===== config.mk =====
export PLATFORM = sky130hd
export DESIGN_NAME = seq_divider
export DESIGN_NICKNAME = d
export VERILOG_FILES = /design/src/rtl/seq_div_pkg.sv /design/src/rtl/div_step.sv /design/src/rtl/seq_divider.sv
export SDC_FILE = /design/constraint.sdc
export NUM_CORES = 1
export LEC_CHECK = 0
export ABC_CLOCK_PERIOD_IN_PS = 5700
export BUFFER_PORTS_ARGS = -buffer_cell sky130_fd_sc_hd__buf_2
export CAP_MARGIN = 20
export CORE_MARGIN = 4
export CORE_UTILIZATION = 35
export DETAILED_ROUTE_END_ITERATION = 7
export PLACE_DENSITY = 0.6
export SLEW_MARGIN = 10
export SYNTH_ARGS = -nofsm -noshare
export SYNTH_HDL_FRONTEND = slang
export SYNTH_SLANG_ARGS = --single-unit

===== constraint.sdc =====
create_clock -name clk -period 5.7 [get_ports clk]
set_input_delay 0.285 -clock clk [delete_from_list [all_inputs] [get_ports clk]]
set_output_delay 0.285 -clock clk [all_outputs]
set_load 0.02 [all_outputs]

===== src/rtl/seq_div_pkg.sv =====
// Shared types and sizing helpers for the iterative divider.
package seq_div_pkg;

    typedef enum logic [1:0] {IDLE, CALC, DONE} state_t;

    localparam int DEFAULT_WIDTH = 32;

    // Width of the iteration counter, which spans 0..width-1.
    function automatic int cnt_width(input int width);
        return (width < 2) ? 1 : $clog2(width);
    endfunction

endpackage


===== src/rtl/div_step.sv =====
// One combinational restoring-division iteration: shift in a dividend bit,
// then trial-subtract the divisor from the WIDTH+1-bit partial remainder.
module div_step #(
    parameter int WIDTH = 32
) (
    input  logic [WIDTH-1:0] partial,
    input  logic             next_bit,
    input  logic [WIDTH-1:0] divisor,
    output logic [WIDTH-1:0] next_partial,
    output logic             q_bit
);

    logic [WIDTH:0] shifted;
    logic [WIDTH:0] diff;
    logic [WIDTH:0] result;
    logic           unused_top;

    assign shifted = {partial, next_bit};
    assign diff    = shifted - {1'b0, divisor};
    assign q_bit   = (shifted >= {1'b0, divisor});
    assign result  = q_bit ? diff : shifted;

    // The restored remainder is always below the divisor, so its top bit is zero.
    assign next_partial = result[WIDTH-1:0];
    assign unused_top   = result[WIDTH];

endmodule


===== src/rtl/seq_divider.sv =====
// Multi-cycle restoring divider, one quotient bit per clock.
// Optional two's-complement mode is compiled in with SEQ_DIV_SIGNED_EN.
module seq_divider
    import seq_div_pkg::*;
#(
    parameter int WIDTH = DEFAULT_WIDTH
) (
    input  logic             clk,
    input  logic             rst,
    input  logic             in_valid,
    output logic             in_ready,
    input  logic [WIDTH-1:0] dividend,
    input  logic [WIDTH-1:0] divisor,
    input  logic             signed_op,
    output logic             out_valid,
    input  logic             out_ready,
    output logic [WIDTH-1:0] quotient,
    output logic [WIDTH-1:0] remainder,
    output logic             div_by_zero
);

    localparam int CW = cnt_width(WIDTH);

    state_t           state;
    logic [CW-1:0]    count;
    logic [WIDTH-1:0] dvd;
    logic [WIDTH-1:0] dvs;
    logic [WIDTH-1:0] part;
    logic [WIDTH-1:0] step_part;
    logic             step_q;
    logic [WIDTH-1:0] a_mag;
    logic [WIDTH-1:0] b_mag;
    logic [WIDTH-1:0] q_raw;
    logic [WIDTH-1:0] q_final;
    logic [WIDTH-1:0] r_final;

    // dvd shifts left each step: its MSB feeds the step, quotient bits fill the LSB.
    div_step #(.WIDTH(WIDTH)) u_step (
        .partial     (part),
        .next_bit    (dvd[WIDTH-1]),
        .divisor     (dvs),
        .next_partial(step_part),
        .q_bit       (step_q)
    );

    assign q_raw = {dvd[WIDTH-2:0], step_q};

`ifdef SEQ_DIV_SIGNED_EN
    logic a_neg;
    logic b_neg;
    logic neg_q;
    logic neg_r;

    assign a_neg = signed_op & dividend[WIDTH-1];
    assign b_neg = signed_op & divisor[WIDTH-1];
    assign a_mag = a_neg ? -dividend : dividend;
    assign b_mag = b_neg ? -divisor : divisor;

    always_ff @(posedge clk or posedge rst) begin
        if (rst) begin
            neg_q <= 1'b0;
            neg_r <= 1'b0;
        end else if (state == IDLE && in_valid) begin
            neg_q <= a_neg ^ b_neg;
            neg_r <= a_neg;
        end
    end

    // Truncation toward zero: remainder follows the dividend's sign.
    assign q_final = neg_q ? -q_raw : q_raw;
    assign r_final = neg_r ? -step_part : step_part;
`else
    logic unused_signed_op;

    assign unused_signed_op = signed_op;
    assign a_mag   = dividend;
    assign b_mag   = divisor;
    assign q_final = q_raw;
    assign r_final = step_part;
`endif

    // Handshakes: a transfer happens on a rising edge where valid and ready are
    // both high; out_valid and the result hold steady until out_ready is seen.
    always_ff @(posedge clk or posedge rst) begin
        if (rst) begin
            state       <= IDLE;
            count       <= '0;
            dvd         <= '0;
            dvs         <= '0;
            part        <= '0;
            in_ready    <= 1'b1;
            out_valid   <= 1'b0;
            quotient    <= '0;
            remainder   <= '0;
            div_by_zero <= 1'b0;
        end else begin
            case (state)
                IDLE: begin
                    if (in_valid) begin
                        in_ready <= 1'b0;
                        if (divisor == '0) begin
                            state       <= DONE;
                            out_valid   <= 1'b1;
                            quotient    <= '1;
                            remainder   <= dividend;
                            div_by_zero <= 1'b1;
                        end else begin
                            state <= CALC;
                            count <= '0;
                            dvd   <= a_mag;
                            dvs   <= b_mag;
                            part  <= '0;
                        end
                    end
                end
                CALC: begin
                    part  <= step_part;
                    dvd   <= q_raw;
                    count <= count + CW'(1);
                    if (count == CW'(WIDTH - 1)) begin
                        state       <= DONE;
                        out_valid   <= 1'b1;
                        quotient    <= q_final;
                        remainder   <= r_final;
                        div_by_zero <= 1'b0;
                    end
                end
                DONE: begin
                    if (out_ready) begin
                        state     <= IDLE;
                        out_valid <= 1'b0;
                        in_ready  <= 1'b1;
                    end
                end
                default: begin
                    state     <= IDLE;
                    in_ready  <= 1'b1;
                    out_valid <= 1'b0;
                end
            endcase
        end
    end

endmodule


==> summary.txt, run 1 <==
Run status
  • Status: complete, no violations

Setup path
  • Setup slack, reg-to-reg: 1.71 ns
  • Crit path kind: flip-flop to flip-flop
  • RR Endpoint: remainder[22]
  • CP Data Required Time: around 6.0 ns
  • Reg2Reg Depth: 9
  • Startpoint Class: flip-flop
  • Largest fanout on the critical path: 14
  • CP cell instances: ha_1, nand4_1, or4_1, a21oi_2, o31ai_2, and3b_1, o31ai_4, mux2i_1, a21oi_1
  • CP max stage cell: o31ai_4
  • Arr. time, crit path: 4.27 ns
  • Slowest stage delay, CP: between 0.9 and 1 ns
  • CP Capture Type: flip-flop
  • Worst r2r src: part[7]

Layout
  • Fraction of layout instances using a drive strength above 1: 0.193
  • Most common cell after layout, fill and taps aside: nand2_1
  • P&R area growth vs syn: 16.3%
  • Diodes inserted: 0
  • Final instance area: 11200 sq um
  • Nets: ~1300
  • Most frequent cells in the layout: 200 x nand2_1, 169 x dfrtp_1, 134 x buf_2

Global routing
  • Pin count of the biggest net entering global routing: 79
  • Congestion Overflow GR: 0
  • Total Routing Usage GR: 0.181
  • Vias in the first global route: 8157
  • Initial antenna violation count: 3
  • First-pass GRT wire length: between 40000 and 50000 um

Clock tree
  • H-tree levels: 4
  • CTS root buffer: clkbuf_16
  • Worst skew pair latency: around 0.43 ns
  • Worst-path clk slew: roughly 0.07 ns
  • Max clock buf depth: 2
  • PostCTS Resize Cnt: 0
  • # Post-CTS Setup Buffers: 0
  • CTS Sinks: 170
  • Total CTS buffers: 17
  • CTS tree: yes

Timing
  • Slew @ Worst Pin: ~1.1 ns
  • Setup TNS: 0 ns
  • Final min period: between 3 and 4 ns
  • Pins over their slew limit: 0
  • Normalized max-slew margin: 0.274
  • Final hold vios: 0
  • Final worst-path cycle share: 0.699
  • Unrepaired setup endpoints after global routing: false
  • Peak Freq: around 0.25 GHz
  • Clock Skew: just under 0.01 ns
  • Setup violators final: 0

Hold path
  • Hold path cells: 2
  • Hold Path Class: input pin to flip-flop
  • Worst Hold End: dvs[29]
  • Hold_sp: divisor[29]

Floorplan
  • Core Footprint: roughly 27000 sq um
  • DIE HEIGHT: roughly 170 um
  • Die area: between 30000 and 40000 sq um
  • Die X: 174 um
  • Starting Density: 0.357
  • Rows: 60
  • I/O pin cnt: between 100 and 150

Routing
  • DR vias: between 8000 and 9000
  • Routed length per placed instance: between 15 and 20 um
  • First-pass detailed-route iteration total: 7
  • Vias per std cell: roughly 5.5
  • Post-Route WL: around 27000 um
  • DR iter-0 viols: about 770
  • Post-route ant nets: 0
  • DR DRC count: 0

Synthesis
  • Synth warn: 0
  • Mapped Nets: around 1200
  • Cells after Synth: 1092
  • #FFs+latches synth: 170
  • Cell variety after synth: a little under 70
  • Post-Synthesis Cell Area: approximately 9600 sq um
  • Number of synthesized flops with an enable pin: 0
  • FFs w/ async S/R, synth: 1.00
  • Synth Flop Type: dfrtp_1
  • Syn Area/Cell: around 8.8 sq um
  • Sequential element share of the synthesized area: 0.442

Place
  • Post-DP Area: 10600 sq um
  • Hpwl dp: about 20000 um
  • RePlAce Congestion: 0.875
  • Input/output buffers: approximately 130

Job
  • Max cap viols: 0
[flip-flops by register name, indices dropped and copies added, names as in the netlist]
signal	cells
remainder	32
count	5
out_valid	1
part	32
div_by_zero	1
dvd	32
state	2
quotient	32
dvs	32
in_ready	1
[worst max-delay path by stage]
stage | from | end | slack, ns | depth (start not counted)
3_5_place_dp | part[7] | remainder[22] | 1.75 | 9
4_1_cts | part[7] | remainder[22] | 1.73 | 9
2_1_floorplan | rst | count[0] | 0.81 | 1
6_report | part[7] | remainder[22] | 1.71 | 9
5_1_grt | part[7] | remainder[20] | 1.61 | 9
3_3_place_gp | part[7] | remainder[24] | 1.79 | 9
[cells in the mapped netlist (9+ instances only)]
master / instances / area share
nand2_1: 200 / 0.078
dfrtp_1: 169 / 0.44
o21ai_0: 80 / 0.042
nor2_1: 67 / 0.026
clkbuf_1: 64 / 0.025
a21oi_1: 56 / 0.029
inv_1: 47 / 0.018
a31oi_1: 40 / 0.026
ha_1: 34 / 0.044
mux2_2: 33 / 0.039
a21o_1: 24 / 0.019
nor3_1: 23 / 0.012
nand3_1: 22 / 0.011
nand4_1: 16 / 0.010
xnor2_1: 16 / 0.015
mux2i_1: 12 / 0.012
or3_1: 12 / 0.0078
o211ai_1: 11 / 0.0086
and3_1: 10 / 0.0065
nor4_1: 9 / 0.0058
o21ai_1: 9 / 0.0047
xor2_1: 9 / 0.0082
[stage by stage]
stage | utilization | std cells | setup slack, ns | hold WS, ns
3_3_place_gp | 0.391 | 1503 | 1.79 | 0.338
3_5_place_dp | 0.391 | 1503 | 1.75 | 0.345
6_report | 0.415 | 1537 | 1.71 | 0.0988
4_1_cts | 0.414 | 1536 | 1.73 | 0.0842
5_1_grt | 0.415 | 1537 | 1.61 | 0.0853
2_1_floorplan | - | 1092 | 0.813 | 0.423
[cell type report]
type	instances	area [sq um]
multi-input combinational	798	4940
fill	2703	15800
sequential	170	4260
timing repair buffer	148	798
clock buffer	17	425
inverter	48	185
clock inverter	15	175
tap	341	427
[logic make-up (layout without fill, tap and decap cells)]
family | after synthesis | count (layout) | synth area share
buffers and inverters | 124 | 228 | 0.0500
flip-flops | 170 | 170 | 0.442
AND/OR/NAND/NOR | 383 | 383 | 0.176
XOR/XNOR | 25 | 25 | 0.0227
multiplexers | 45 | 45 | 0.0510
adder cells (fa/ha/maj) | 35 | 35 | 0.0462
AO/OA/AOI/OAI | 310 | 310 | 0.213
[metal layers]
layer | vias to the layer above | share of wire | GRT usage | wire length (um)
met5 | - | 0.00077 | 0 | 21
met1 | 4068 | 0.49 | 0.267 | 13400
met2 | 234 | 0.44 | 0.272 | 12000
met4 | 4 | 0.013 | 0.0426 | 348
met3 | 30 | 0.063 | 0.0422 | 1720
li1 | 4072 | - | - | -
[critical path, delay by kind of cell (launching register included)]
| kind | cells | cell delay (ns) |
|---|---|---|
| flops | 1 | 0.42 |
| mux | 1 | 0.46 |
| fa+ha+maj | 1 | 0.43 |
| simple gates | 3 | 1.11 |
| compound gates | 4 | 1.41 |
[what timing repair did]
action,4_1_cts,5_1_grt
endpoints found under the hold margin,47,0
hold buffers,1,0
endpoints found under the setup margin,0,0
Power of run 1 is not shown: default switching activity piles up to over one toggle a cycle in this logic, so the estimate is an artifact.
==> run 2: changes to the inputs <==
ABC_CLOCK_PERIOD_IN_PS = 4100   (was 5700)
clock period = 4.1 ns   (was 5.7 ns; I/O delays follow)
==> run 2 against run 1 <==
Against the previous run:
- the run now ends with hold timing left
- design area up 0.19%
- fmax is 11% higher
- flip-flop and latch count unchanged
- critical path depth did not move
- worst setup slack got worse by 1.2 ns
- via count increased by 0.12%
- largest cell class unchanged
==> summary.txt, run 2 (synthesized netlist as in run 1, its figures left out) <==
Place
  • Hpwl dp: 20200 um (+0.99%)
  • Place WS: 0.569 ns (-1.18 ns)
  • RePlAce Congestion: 0.904 (+3.3%)
  • Input/output buffers: 134 (unchanged)
  • Post-DP Area: 10700 sq um (+0.94%)

Setup path
  • CP max stage cell: and3b_1
  • Arr. time, crit path: 3.86 ns (-0.41 ns)
  • Slowest stage delay, CP: 0.54 ns (-0.42 ns)
  • Crit path kind: flip-flop to flip-flop
  • CP Capture Type: flip-flop
  • Cell family contributing the most delay on the critical path: compound AO/OA/AOI/OAI gates
  • Critical path buffers and inverters: 0 (unchanged)
  • CP cell instances: ha_1, a21o_1, a21oi_1, a21oi_2, o31ai_2, and3b_1, nor2_1, a311oi_1, a31oi_1
  • CP Data Required Time: 4.39 ns (-1.60 ns)
  • Largest fanout on the critical path: 10 (-4)
  • Startpoint Class: flip-flop

Routing
  • DR iter-0 viols: 879 (+14%)
  • Routed length per placed instance: 17.7 um (-1.0%)
  • DR vias: 8418 (+0.12%)
  • DR DRC count: 0 (unchanged)
  • First-pass detailed-route iteration total: 5 (-2)
  • Post-Route WL: 27300 um (-0.50%)
  • Vias per std cell: 5.45 (-0.40%)
  • Post-route ant nets: 0 (unchanged)

Global routing
  • Pin count of the biggest net entering global routing: 171 (+120%)
  • Initial antenna violation count: 4 (+1)
  • Vias in the first global route: 8083 (-0.91%)
  • Congestion Overflow GR: 0 (unchanged)
  • Total Routing Usage GR: 0.181 (-0.000517)
  • First-pass GRT wire length: 44800 um (-0.20%)

Timing
  • Final worst slack: 0.524 ns (-1.19 ns)
  • Clock Skew: 0.0116 ns (+0.00185 ns)
  • Final hold vios: 9 (+9)
  • Final worst-path cycle share: 0.872 (+0.173)
  • Normalized max-slew margin: 0.332 (+0.0580)
  • Setup violators final: 0 (unchanged)
  • Fin Hold WS: -0.0328 ns (-0.132 ns)
  • Unrepaired setup endpoints after global routing: false
  • Setup TNS: 0 ns (unchanged)
  • Final min period: 3.58 ns (-0.411 ns)
  • Peak Freq: 0.280 GHz (+11%)
  • Slew @ Worst Pin: 1.00 ns (-0.0869 ns)
  • Pins over their slew limit: 0 (unchanged)

Clock tree
  • Worst skew pair latency: 0.43 ns (about the same)
  • PostCTS Resize Cnt: 0 (unchanged)
  • # Post-CTS Setup Buffers: 0 (unchanged)
  • Worst-path clk slew: 0.07 ns (about the same)
  • Max clock buf depth: 2 (unchanged)
  • Total CTS buffers: 17 (unchanged)
  • H-tree levels: 4 (unchanged)
  • CTS tree: yes
  • CTS Hold Buffers Added: 0 (-1)
  • CTS root buffer: clkbuf_16
  • CTS Sinks: 170 (unchanged)

Layout
  • Fraction of layout instances using a drive strength above 1: 0.199 (+0.00536)
  • Diodes inserted: 0 (unchanged)
  • Most frequent cells in the layout: 200 x nand2_1, 169 x dfrtp_1, 134 x buf_2
  • Fill count: 2721 (+0.67%)
  • Most common cell after layout, fill and taps aside: nand2_1
  • Final instance area: 11200 sq um (+0.19%)
  • Nets: 1295 (+0.62%)
  • P&R area growth vs syn: 16.5%

Floorplan
  • Core Footprint: 27000 sq um (unchanged)
  • Die area: 30200 sq um (unchanged)
  • Die X: 174 um (unchanged)
  • Starting Density: 0.357 (unchanged)
  • I/O pin cnt: 136 (unchanged)
  • DIE HEIGHT: 174 um (unchanged)
  • Rows: 60 (unchanged)

Hold path
  • Hold Path Class: input pin to asynchronous set/reset pin

Run status
  • Failing checks: hold timing
  • Status: finished with violations

Job
  • Max cap viols: 0 (unchanged)
[run 2: cell count changes in the layout (fill, tap and decap cells not counted), moves of 2 or more]
| cell | change |
|---|---|
| clkinv_8 | -2 |
| buf_4 | +8 |
| clkinvlp_4 | +4 |
| inv_6 | -4 |
| inv_8 | +2 |
| buf_12 | +2 |
[run 2: area by class of cell]
class	count	area [sq um]	share of cell area
repair buffers	156	861	0.0767
well taps	341	427	0.0380
inverters	48	184	0.0164
clock buffers	18	429	0.0382
clock inverters	14	131	0.0117
multi-input cells	798	4940	0.440
flip-flops and latches	170	4260	0.379
[run 2: worst min-delay path, stage by stage]
cell	delay, ns
buf_2	0.11
clkinvlp_4	0.07
buf_12	0.54
[run 2: stage by stage]
step                instances  utilization
CTS                      1545        0.415
finish                   1545        0.415
global route             1545        0.415
detailed placement       1513        0.395
global placement         1513        0.395
floorplan                1092            -
[run 2: final timing paths]
| check | slack, ns | startpoint | end | depth (start not counted) |
|---|---|---|---|---|
| max | 0.52 | part[2] | remainder[11] | 9 |
| min | -0.03 | rst | quotient[28] | 3 |
| max reg2reg | 0.52 | part[2] | remainder[11] | 9 |
| min reg2reg | 0.46 | quotient[12] | quotient[12] | 2 |
| max in group asynchronous | 3.32 | rst | remainder[15] | 3 |
| min in group clk | 0.02 | divisor[23] | dvs[23] | 2 |
[run 2: per-layer routing]
metal / track usage / share of wire / vias to the layer above
li1: - / - / 4120
met1: 0.269 / 0.50 / 4059
met2: 0.271 / 0.44 / 201
met3: 0.0411 / 0.054 / 30
met4: 0.0363 / 0.010 / 8
met5: 0 / 0.0012 / -
Power of run 2 is left out for the same reason.
